File: src/rtl/register_file_loader.sv
// Host-side sequencer for the register file MAU port: turns host read/write/clear-all
// commands into timed mau_* strobes while the CPU is halted, and returns a one-cycle response.
//
//   state   | meaning
//   IDLE    | ready for a host command
//   READ    | mau read strobe, address driven
//   CAPTURE | sample registered rf_read_data
//   WRITE   | single-cycle mau write
//   CLEAR   | write CLEAR_VALUE to indices 0..31, one per cycle
//   RESP    | one-cycle response pulse
`timescale 1ns/1ps
module register_file_loader #(
  parameter logic [31:0] CLEAR_VALUE = 32'h0000_0000
) (
  input  logic        clk,
  input  logic        reset,
  input  logic        alive,
  input  logic        host_valid,
  output logic        host_ready,
  input  logic [1:0]  host_cmd,
  input  logic [4:0]  host_index,
  input  logic [31:0] host_wdata,
  output logic        resp_valid,
  output logic [31:0] resp_data,
  output logic        resp_error,
  output logic        busy,
  output logic        mau_clk_en,
  output logic [31:0] mau_address,
  output logic [31:0] mau_data_write,
  output logic        mau_wren,
  input  logic [31:0] rf_read_data
);

  typedef enum logic [2:0] {
    IDLE    = 3'd0,
    READ    = 3'd1,
    CAPTURE = 3'd2,
    WRITE   = 3'd3,
    CLEAR   = 3'd4,
    RESP    = 3'd5
  } state_t;

  localparam logic [1:0] CMD_READ  = 2'b00;
  localparam logic [1:0] CMD_WRITE = 2'b01;
  localparam logic [1:0] CMD_CLEAR = 2'b10;

  state_t      state_q, state_d;
  logic [4:0]  cnt_q, cnt_d;
  logic [4:0]  cnt_inc;
  logic [31:0] addr_q, addr_d;
  logic [31:0] wdata_q, wdata_d;
  logic [31:0] rdata_q, rdata_d;
  logic        err_q, err_d;

  assign cnt_inc = cnt_q + 5'd1;

  always_ff @(posedge clk or posedge reset) begin
    if (reset) begin
      state_q <= IDLE;
      cnt_q   <= '0;
      addr_q  <= '0;
      wdata_q <= '0;
      rdata_q <= '0;
      err_q   <= 1'b0;
    end else begin
      state_q <= state_d;
      cnt_q   <= cnt_d;
      addr_q  <= addr_d;
      wdata_q <= wdata_d;
      rdata_q <= rdata_d;
      err_q   <= err_d;
    end
  end

  always_comb begin
    state_d = state_q;
    cnt_d   = cnt_q;
    addr_d  = addr_q;
    wdata_d = wdata_q;
    rdata_d = rdata_q;
    err_d   = err_q;
    case (state_q)
      IDLE: begin
        if (host_valid) begin
          rdata_d = '0;
          err_d   = 1'b0;
          cnt_d   = '0;
          // Commands arriving while the CPU runs, or reserved ones, never touch the file.
          if (alive || (host_cmd == 2'b11)) begin
            err_d   = 1'b1;
            state_d = RESP;
          end else if (host_cmd == CMD_READ) begin
            addr_d  = {25'b0, host_index, 2'b00};
            state_d = READ;
          end else if (host_cmd == CMD_WRITE) begin
            addr_d  = {25'b0, host_index, 2'b00};
            wdata_d = host_wdata;
            state_d = WRITE;
          end else if (host_cmd == CMD_CLEAR) begin
            addr_d  = '0;
            wdata_d = CLEAR_VALUE;
            state_d = CLEAR;
          end
        end
      end
      READ:    state_d = alive ? RESP : CAPTURE;
      CAPTURE: begin
        state_d = RESP;
        if (!alive) rdata_d = rf_read_data;
      end
      WRITE:   state_d = RESP;
      CLEAR: begin
        if (!alive) begin
          cnt_d = cnt_inc;
          if (cnt_q == 5'd31) state_d = RESP;
          else                addr_d  = {25'b0, cnt_inc, 2'b00};
        end else begin
          state_d = RESP;
        end
      end
      RESP:    state_d = IDLE;
      default: state_d = IDLE;
    endcase

    // Abort: the CPU came back while we owned the port.
    if (alive && (state_q == READ || state_q == CAPTURE ||
                  state_q == WRITE || state_q == CLEAR)) begin
      state_d = RESP;
      err_d   = 1'b1;
      rdata_d = '0;
    end
  end

  always_comb begin
    host_ready     = (state_q == IDLE) && !reset;
    busy           = (state_q != IDLE);
    resp_valid     = (state_q == RESP);
    resp_data      = resp_valid ? rdata_q : '0;
    resp_error     = resp_valid && err_q;
    mau_clk_en     = !alive && (state_q == READ || state_q == WRITE || state_q == CLEAR);
    mau_wren       = !alive && (state_q == WRITE || state_q == CLEAR);
    mau_address    = addr_q;
    mau_data_write = wdata_q;
  end

endmodule

File: config.mk
export PLATFORM = sky130hd
export DESIGN_NAME = register_file_loader
export DESIGN_NICKNAME = d
export VERILOG_FILES = /design/src/rtl/register_file_loader.sv
export SDC_FILE = /design/constraint.sdc
export NUM_CORES = 1
export LEC_CHECK = 0
export CORE_ASPECT_RATIO = 2
export CORE_UTILIZATION = 45
export CTS_CLUSTER_DIAMETER = 30
export DETAILED_ROUTE_END_ITERATION = 10
export GPL_TIMING_DRIVEN = 1
export HOLD_SLACK_MARGIN = 0.05
export MAX_ROUTING_LAYER = met4
export PLACE_DENSITY_LB_ADDON = 0.08
export SLEW_MARGIN = 0
export SYNTH_ARGS = -nofsm -noshare
export SYNTH_HDL_FRONTEND = slang
export SYNTH_SLANG_ARGS = --single-unit
File: constraint.sdc
create_clock -name clk -period 7.5 [get_ports clk]
set_input_delay 1.125 -clock clk [delete_from_list [all_inputs] [get_ports clk]]
set_output_delay 1.125 -clock clk [all_outputs]
set_load 0.02 [all_outputs]
Word-level counts from Yosys, hierarchy flattened
Cells that the tools add are included.
{"block": "word_totals", "register_bits": 105, "output_inout_bits": 102, "word_cells": 87}
{"block": "classes", "addsub": 1, "eq_ne": 18, "muxes": 31, "n_bitwise": 2, "reduce_logical": 29}
{"operator": "32-bit two-way mux", "n": 12}
{"operator": "32-bit one-hot mux with 2 select lines", "n": 2}
{"operator": "3-bit two-way mux", "n": 9}
{"operator": "3-bit one-hot mux with 4 select lines", "n": 1}
{"operator": "5-bit two-way mux", "n": 2}
{"operator": "5-bit one-hot mux with 2 select lines", "n": 1}
{"operator": "3-bit AND reduction", "n": 3}
{"operator": "2-bit inequality test, second input constant", "n": 4}
{"operator": "2-bit nonzero test", "n": 4}
{"operator": "1-bit logical OR", "n": 7}
{"operator": "3-bit by 2-bit == test with 1-bit output, second input constant", "n": 2}
{"operator": "3-bit == test, second input constant", "n": 2}
{"operator": "6-bit inequality test, second input constant", "n": 1}
{"operator": "6-bit AND reduction", "n": 1}
{"operator": "3-bit nonzero test", "n": 2}
{"operator": "5-bit by 1-bit adder with 5-bit output, second input constant", "n": 1}
{"operator": "5-bit == test, second input constant", "n": 1}
{"operator": "1-bit logical AND", "n": 5}
{"operator": "5-bit AND reduction", "n": 1}
{"operator": "2-bit == test, second input constant", "n": 2}
{"operator": "1-bit two-way mux", "n": 4}
{"operator": "4-bit by 3-bit inequality test with 1-bit output, second input constant", "n": 1}
{"operator": "4-bit inequality test, second input constant", "n": 1}
{"operator": "3-bit by 1-bit == test with 1-bit output, second input constant", "n": 1}
{"operator": "9 further kinds", "n": 11}

Logic depth before layout (Yosys ltp)
Gate-level depths: netlist of run 1.
{"block": "depth", "depth_word": 8, "ltp_mapped": 8, "depth_no_buf": 7}

Least setup slack after synthesis of run 1
No wires, ideal clock.
{"block": "synth_path", "path_type": "input to output", "startpoint": "input alive", "endpoint": "output mau_clk_en", "arrival_time_ns": 1.618, "required_time_ns": 6.375, "path_slack_ns": 4.757, "path_stages": 2, "n_path_buf": 1, "cell_sequence": "clkbuf_1 > nor2_1"}
{"block": "synth_between", "elab_chain_cells": 2}
{"item": "from (decl)", "line_no": "17", "source": "input logic alive,"}
{"item": "1-bit logical NOT", "line_no": "140", "source": "mau_clk_en = !alive && (state_q == READ || state_q == WRITE || state_q == CLEAR);"}
{"item": "1-bit logical AND", "line_no": "140"}
{"item": "to (decl)", "line_no": "27", "source": "output logic mau_clk_en,"}
No other way between the ends.

Worst setup path in the final report of run 1
{"block": "layout_path", "startpoint": "input alive", "endpoint": "output mau_wren"}
{"block": "layout_between", "elab_chain_cells": 2}
{"item": "1-bit logical NOT", "line_no": "141", "source": "mau_wren = !alive && (state_q == WRITE || state_q == CLEAR);"}
{"item": "1-bit logical AND", "line_no": "141"}
{"item": "to (decl)", "line_no": "30", "source": "output logic mau_wren,"}
No other way between the ends.

==> results of run 1 <==
[cell type report]
type	instances	area [sq um]	area share, %
clock buffer	12	246	4.45
clock inverter	4	70.1	1.26
inverter	5	20.0	0.361
multi-input combinational	276	1610	29.1
sequential	78	1950	35.2
tap	98	123	2.21
timing repair buffer	153	1520	27.4
[routing by layer]
layer	track usage (%)	routed length, um	part of all wire (%)	up-vias
li1	-	-	-	1529
met3	4.93	461	4.8	29
met2	38.6	5140	54	116
met4	11.7	369	3.9	0
met5	-	0	0	-
met1	24.9	3600	38	1508
[metrics by stage]
stage	power, W	area [sq um]
final	0.00170	5540
after global placement	0.00123	5230
after CTS	0.00171	5540
after global routing	0.00179	5540
after detailed placement	0.00125	5230
after floorplan	0.000998	3920
[worst reg2reg max path: cells and delay by family (launching register included)]
family / cells / cell delay (ns)
simple gates: 4 / 1.52
buf+inv: 1 / 0.11
flops: 1 / 0.59
[path summary, 6_finish.rpt]
kind / endpoint / startpoint / slack (ns) / cells after the start
max in group asynchronous: mau_data_write[11]$_DFFE_PP0P_ / reset / 5.42 / 3
worst min-delay path: mau_data_write[17]$_DFFE_PP0P_ / mau_data_write[17]$_DFFE_PP0P_ / 0.46 / 2
min in group asynchronous: mau_data_write[8]$_DFFE_PP0P_ / reset / 1.47 / 3
worst min register to register: mau_data_write[17]$_DFFE_PP0P_ / mau_data_write[17]$_DFFE_PP0P_ / 0.46 / 2
worst max register to register: mau_data_write[10]$_DFFE_PP0P_ / state_q[2]$_DFFE_PP0P_ / 5.21 / 5
worst max-delay path: mau_wren / alive / 3.78 / 3
[power by group through the flow]
stage / Clock, W / Sequential [W] / Combinational [W]
finish: 0.000462 / 0.000604 / 0.000629
global route: 0.000488 / 0.000618 / 0.000679
CTS: 0.000471 / 0.000605 / 0.000637
detailed placement: 0 / 0.000612 / 0.000633
global placement: 0 / 0.000605 / 0.000625
floorplan: 0 / 0.000655 / 0.000343
[kinds of logic (layout without fill, tap and decap cells)]
| kind of cell | after synthesis | after routing |
|---|---|---|
| and+or+nand+nor | 174 | 174 |
| DFF | 78 | 78 |
| buffers and inverters | 57 | 174 |
| other | 1 | 27 |
| AOI/OAI and AO/OA | 61 | 61 |
| muxes | 5 | 5 |
| adders and majority gates | 7 | 7 |
| xor gates and xnor gates | 2 | 2 |
[state kept, by name, indices dropped and copies added, names as in the netlist]
register / cells
mau_address: 5
err_q: 1
state_q: 3
rdata_q: 32
mau_data_write: 32
cnt_q: 5
[synthesized netlist by cell type (2+ instances only)]
| master | count |
|---|---|
| nand2_1 | 72 |
| inv_1 | 4 |
| buf_6 | 6 |
| buf_4 | 28 |
| nand3b_1 | 2 |
| a22o_1 | 34 |
| mux2_2 | 5 |
| clkbuf_1 | 10 |
| buf_2 | 8 |
| ha_1 | 7 |
| o21a_1 | 2 |
| nand4_1 | 2 |
| dfrtp_1 | 78 |
| and2_1 | 33 |
| nor2_1 | 15 |
| a21oi_1 | 8 |
| nand3_1 | 33 |
| nor2b_1 | 3 |
| or3_1 | 3 |
| o21ai_1 | 10 |
==> results by group, run 1 <==
Outcome
  – Status: complete, no violations

Worst setup path
  – Critical Path AT: ~2.6 ns
  – Slowest stage delay, CP: 0.65 ns
  – Crit end category: primary output
  – Cell Chain, Critical Path: clkdlybuf4s50_1 > nor2_1 > clkdlybuf4s50_1
  – Cell mode on critical path: clkdlybuf4s50_1
  – Slowest cell on the critical path: clkdlybuf4s50_1
  – Top Family by Delay on Critical Path: buffers and inverters
  – Buf+Inv Stages, Crit Path: 2
  – Worst EP required: 6.38 ns
  – Max FO, Critical Path: 13
  – Crit path kind: primary input to primary output
  – CP Launch Type: primary input

Power and ir drop
  – Combinational power share: 37.1%
  – Reg power frac: approximately 36%
  – Sw Share: 35.0%
  – Leakage: ~2.6 nW
  – Power per cell area: approximately 310 nW/um^2
  – Net Switching: slightly below 0.0006 W
  – Clock power share: 27.3%
  – Internal power: 0.00110 W
  – Peak VDD IR: 0.204 mV

Timing
  – Fin. max-slew vios: 0
  – Worst hold margin: roughly 0.46 ns
  – Final Hold Vio Count: 0
  – Final Setup Violations: 0
  – Setup WS post-layout: between 3 and 4 ns
  – Layout Skew: 0.00656 ns
  – Slew @ Worst Pin: 1.17 ns
  – Fin crit period: 3.72 ns
  – Period utilization: approximately 50%
  – Setup TNS Final: 0 ns
  – RSZ-0062 raised after global routing: false
  – F_max: 0.269 GHz
  – Worst slew margin: 21.6%

Yosys
  – Top_reg_cell synth: dfrtp_1
  – Ranking of synthesized cells by area: dfrtp_1, a22o_1, nand2_1, buf_4, and2_1
  – Synth Area in XOR/XNOR: 0.458%
  – Mapped Cells: 385
  – Yosys reg bits: 78
  – Syn_area_per_cell: around 9.9 sq um
  – Post-synthesis compound-gate area fraction: 12.0%
  – Netlist cell types: 42
  – Mux contribution to synthesized area: 1.47%
  – Async SR Flop Fraction: 100%
  – Leading area contributor after synthesis: dfrtp_1
  – Syn. warnings: 0
  – EDFF count, synth: 0
  – Post-Synth Adder-Cell Area: 2.29%
  – Largest family of logic cells by synthesized area: simple AND/OR/NAND/NOR gates
  – Post-Synthesis Cell Area: 3820 sq um
  – Sequential share of the synthesized area: between 50 and 60%
  – Post-Synth Simple-Gate Area: a little under a quarter
  – Top cell type's share of synthesized area: 51.0%

Clocking
  – CTS tree: yes
  – Root cell of the clock tree: clkbuf_16
  – # hold bufs at CTS: 0
  – Post-CTS Setup Inserts: 0
  – Clk pin slew, worst setup/hold paths: 0.05 ns
  – Clk_lat worst skew: 0.33 ns
  – H-tree depth: 3
  – Clk sinks: 78
  – CTS resizes: 0
  – Total CTS buffers: 9
  – Clock tree buffer depth: 2

Placed design
  – Final GP Congestion: about 0.83
  – Final HPWL from detailed placement: 6740 um
  – Cells after DPL: between 600 and 700
  – Port buffer count: 149
  – Setup WS pre-CTS: around 3.8 ns

Die
  – Die ar.: 8890 sq um
  – Initial Utilization: 46.5%
  – Core ar.: 8230 sq um
  – Die Span Y: between 100 and 150 um
  – Die Wd: 67.2 um
  – IO Pins: around 180
  – Row cnt: 47

Routing
  – Via count: 3182
  – Drt wl/cell: 15.3 um
  – Antenna viol nets, final: 0
  – Via density per instance: 5.08
  – Starting DRT DRC Count: 160
  – Detailed-router iteration count before antenna repair: 4
  – DRC: 0
  – Drt total wl: 9570 um

Job
  – Max capacitance violation total: 0

Final layout
  – Commonest non-fill, non-tap cells in the layout: clkdlybuf4s50_1, dfrtp_1, nand2_1, a22o_1
  – Synthesis-to-layout area growth: 44.9%
  – Diode count: 0
  – Commonest non-fill, non-tap cell in the layout: clkdlybuf4s50_1
  – Finished Layout Cells: 626
  – Post-layout util: 67.3%
  – Share of post-route cells with drive strength above 1: about 6.1%
  – Nets: 605
  – # fillers: about 690

Min path
  – Hold Path Class: register to register

Global routing
  – Grt ovf: 0
  – Largest net degree at the start of global routing: 79
  – GRT Total Usage: 23.2%
  – Number of global-route vias before repair: 3104
  – Global-route wire length before repair: 15000 um
  – Initial antenna violation count: 0
No activity file was read; power rests on OpenSTA's default activity.
==> run 2: changes to the inputs <==
CORE_UTILIZATION = 42   (was 45)
clock period = 3.5 ns   (was 7.5 ns; I/O delays follow)
==> results by group, run 2 (synthesis gave the netlist of run 1 again) <==
Outcome
  – Status: complete, no violations (unchanged)

Worst setup path
  – CP Depth: 5 (was 3)
  – Setup crit end: resp_data[24] (was mau_wren)
  – Slowest cell on the critical path: dfrtp_1 (was clkdlybuf4s50_1)
  – Worst reg-to-reg setup slack: 1.28 ns (was 5.21 ns)
  – Top Family by Delay on Critical Path: buffers and inverters (unchanged)
  – Cell Chain, Critical Path: nand2_1 > nor2_1 > buf_4 > and2_1 > clkdlybuf4s50_1 (was clkdlybuf4s50_1 > nor2_1 > clkdlybuf4s50_1)
  – CP Launch Type: register (was primary input)
  – Buf+Inv Stages, Crit Path: 2 (unchanged)
  – Worst EP required: 2.97 ns (was 6.38 ns)
  – Crit path kind: register to primary output (was primary input to primary output)
  – Critical Path Source: state_q[2]$_DFFE_PP0P_ (was alive)
  – Slowest stage delay, CP: 0.72 ns (was 0.65 ns)
  – Cell depth of the worst flop-to-flop path: 7 (was 5)
  – FF-to-FF Start: cnt_q[0]$_DFFE_PP0P_ (was state_q[2]$_DFFE_PP0P_)
  – R2R Path End: mau_address[2]$_DFFE_PP0P_ (was mau_data_write[10]$_DFFE_PP0P_)
  – Critical Path AT: 2.36 ns (was 2.60 ns)
  – Max FO, Critical Path: 34 (was 13)
  – Crit end category: primary output (unchanged)

Power and ir drop
  – Internal power: 0.00235 W (was 0.00110 W)
  – Reg power frac: 35.7% (was 35.6%)
  – Net Switching: 0.00128 W (was 0.000593 W)
  – Power per cell area: 652 nW/um^2 (was 306 nW/um^2)
  – Clock power share: 26.9% (was 27.3%)
  – Peak VDD IR: 0.423 mV (was 0.204 mV)
  – Sw Share: 35.3% (was 35.0%)
  – Leakage: 2.61 nW (was 2.60 nW)
  – Combinational power share: 37.4% (was 37.1%)

Final layout
  – Finished Layout Cells: 631 (was 626)
  – Commonest non-fill, non-tap cell in the layout: clkdlybuf4s50_1 (unchanged)
  – # fillers: 770 (was 693)
  – Design area: 5570 sq um (was 5540 sq um)
  – Synthesis-to-layout area growth: 45.6% (was 44.9%)
  – Share of post-route cells with drive strength above 1: 6.78% (was 6.06%)
  – Diode count: 0 (unchanged)
  – Commonest non-fill, non-tap cells in the layout: clkdlybuf4s50_1, dfrtp_1, nand2_1, a22o_1 (unchanged)
  – Nets: 608 (was 605)

Die
  – Row cnt: 48 (was 47)
  – IO Pins: 177 (unchanged)
  – Die Wd: 69.5 um (was 67.2 um)
  – Die Span Y: 137 um (was 132 um)
  – Core ar.: 8710 sq um (was 8230 sq um)
  – Die ar.: 9520 sq um (was 8890 sq um)
  – Initial Utilization: 43.9% (was 46.5%)

Clocking
  – Clock tree buffer depth: 2 (unchanged)
  – CTS tree: yes (unchanged)
  – H-tree depth: 3 (unchanged)
  – Post-CTS Setup Inserts: 0 (unchanged)
  – Clk sinks: 78 (unchanged)
  – Clk_lat worst skew: 0.33 ns (about the same)
  – Total CTS buffers: 9 (unchanged)
  – Clk pin slew, worst setup/hold paths: 0.06 ns (was 0.05 ns)
  – CTS resizes: 0 (unchanged)
  – Root cell of the clock tree: clkbuf_16 (unchanged)
  – # hold bufs at CTS: 0 (unchanged)

Timing
  – F_max: about 0.35 GHz
  – Final Setup Violations: 0 (unchanged)
  – Setup TNS Final: 0 ns (unchanged)
  – Fin. max-slew vios: 0 (unchanged)
  – Fin crit period: between 2 and 3 ns
  – RSZ-0062 raised after global routing: false (unchanged)
  – Final Hold Vio Count: 0 (unchanged)
  – Period utilization: ~80%
  – Worst slew margin: 31.7% (was 21.6%)
  – Layout Skew: 0.00890 ns (was 0.00656 ns)
  – Slew @ Worst Pin: 1.02 ns (was 1.17 ns)

Routing
  – Detailed-router iteration count before antenna repair: 4 (unchanged)
  – Drt wl/cell: 15.8 um (was 15.3 um)
  – Antenna viol nets, final: 0 (unchanged)
  – Drt total wl: 9960 um (was 9570 um)
  – Via count: 3158 (was 3182)
  – DRC: 0 (unchanged)
  – Via density per instance: 5.00 (was 5.08)
  – Starting DRT DRC Count: 151 (was 160)

Global routing
  – Number of global-route vias before repair: 3055 (was 3104)
  – Initial antenna violation count: 0 (unchanged)
  – Grt ovf: 0 (unchanged)
  – GRT Total Usage: 21.6% (was 23.2%)
  – Largest net degree at the start of global routing: 42 (was 79)
  – Global-route wire length before repair: 15500 um (was 15000 um)

Min path
  – Hold Path Class: register to register (unchanged)

Placed design
  – Cells after DPL: 615 (was 610)
  – Final HPWL from detailed placement: 7160 um (was 6740 um)
  – Final GP Congestion: 0.866 (was 0.829)
  – Port buffer count: 149 (unchanged)
  – Dpl cell area: 5250 sq um (was 5230 sq um)

Job
  – Max capacitance violation total: 0 (unchanged)
-- run 2: changes by cell type in the layout (fill, tap and decap cells not counted), sizes merged --
cell      previous run  this run
clkbuf              12        10
clkinvlp             0         1
buf                  4         7
clkinv               3         4
-- run 2: cell type report --
type	count	area [sq um]	area share, %
inverters	5	20.0	0.360
multi-input cells	276	1610	28.9
well taps	100	125	2.25
repair buffers	156	1540	27.7
flip-flops and latches	78	1950	35.1
clock buffers	10	229	4.11
clock inverters	6	86.3	1.55
-- run 2: worst min-delay path, delay by kind of cell, from the launching register on --
family,cells,cell delay (ns)
flip-flops,1,0.34
AND/OR/NAND/NOR,2,0.10
-- run 2: metrics by stage --
step                total power (W)  worst slack (ns)  hold WS (ns)  util, %
floorplan                   0.00214             0.980         0.456        -
global placement            0.00266             0.568         0.450     60.3
detailed placement          0.00268             0.490         0.455     60.3
CTS                         0.00367             0.579         0.469     63.9
global route                0.00383             0.432         0.486     63.9
finish                      0.00363             0.619         0.465     63.9
-- run 2: power by group through the flow --
stage	clock, W	sequential, W	combinational, W
global route	0.00103	0.00133	0.00147
global placement	0	0.00130	0.00136
detailed placement	0	0.00131	0.00137
finish	0.000976	0.00130	0.00136
floorplan	0	0.00140	0.000736
CTS	0.00100	0.00130	0.00137
-- run 2: per-layer routing --
| metal | GRT usage [%] | vias to the layer above | wire [um] |
|---|---|---|---|
| met2 | 37.5 | 103 | 5480 |
| met3 | 3.83 | 15 | 383 |
| li1 | - | 1534 | - |
| met5 | - | - | 0 |
| met4 | 9.41 | 0 | 259 |
| met1 | 24.3 | 1506 | 3830 |
-- run 2: worst min-delay path by stage --
stage / start / to / slack [ns] / cells after the start
floorplan: err_q$_DFFE_PP0P_ / err_q$_DFFE_PP0P_ / 0.46 / 1
global placement: mau_data_write[21]$_DFFE_PP0P_ / mau_data_write[21]$_DFFE_PP0P_ / 0.45 / 2
detailed placement: mau_data_write[4]$_DFFE_PP0P_ / mau_data_write[4]$_DFFE_PP0P_ / 0.45 / 2
CTS: mau_data_write[23]$_DFFE_PP0P_ / mau_data_write[23]$_DFFE_PP0P_ / 0.47 / 2
global route: mau_data_write[23]$_DFFE_PP0P_ / mau_data_write[23]$_DFFE_PP0P_ / 0.49 / 2
finish: mau_data_write[23]$_DFFE_PP0P_ / mau_data_write[23]$_DFFE_PP0P_ / 0.46 / 2
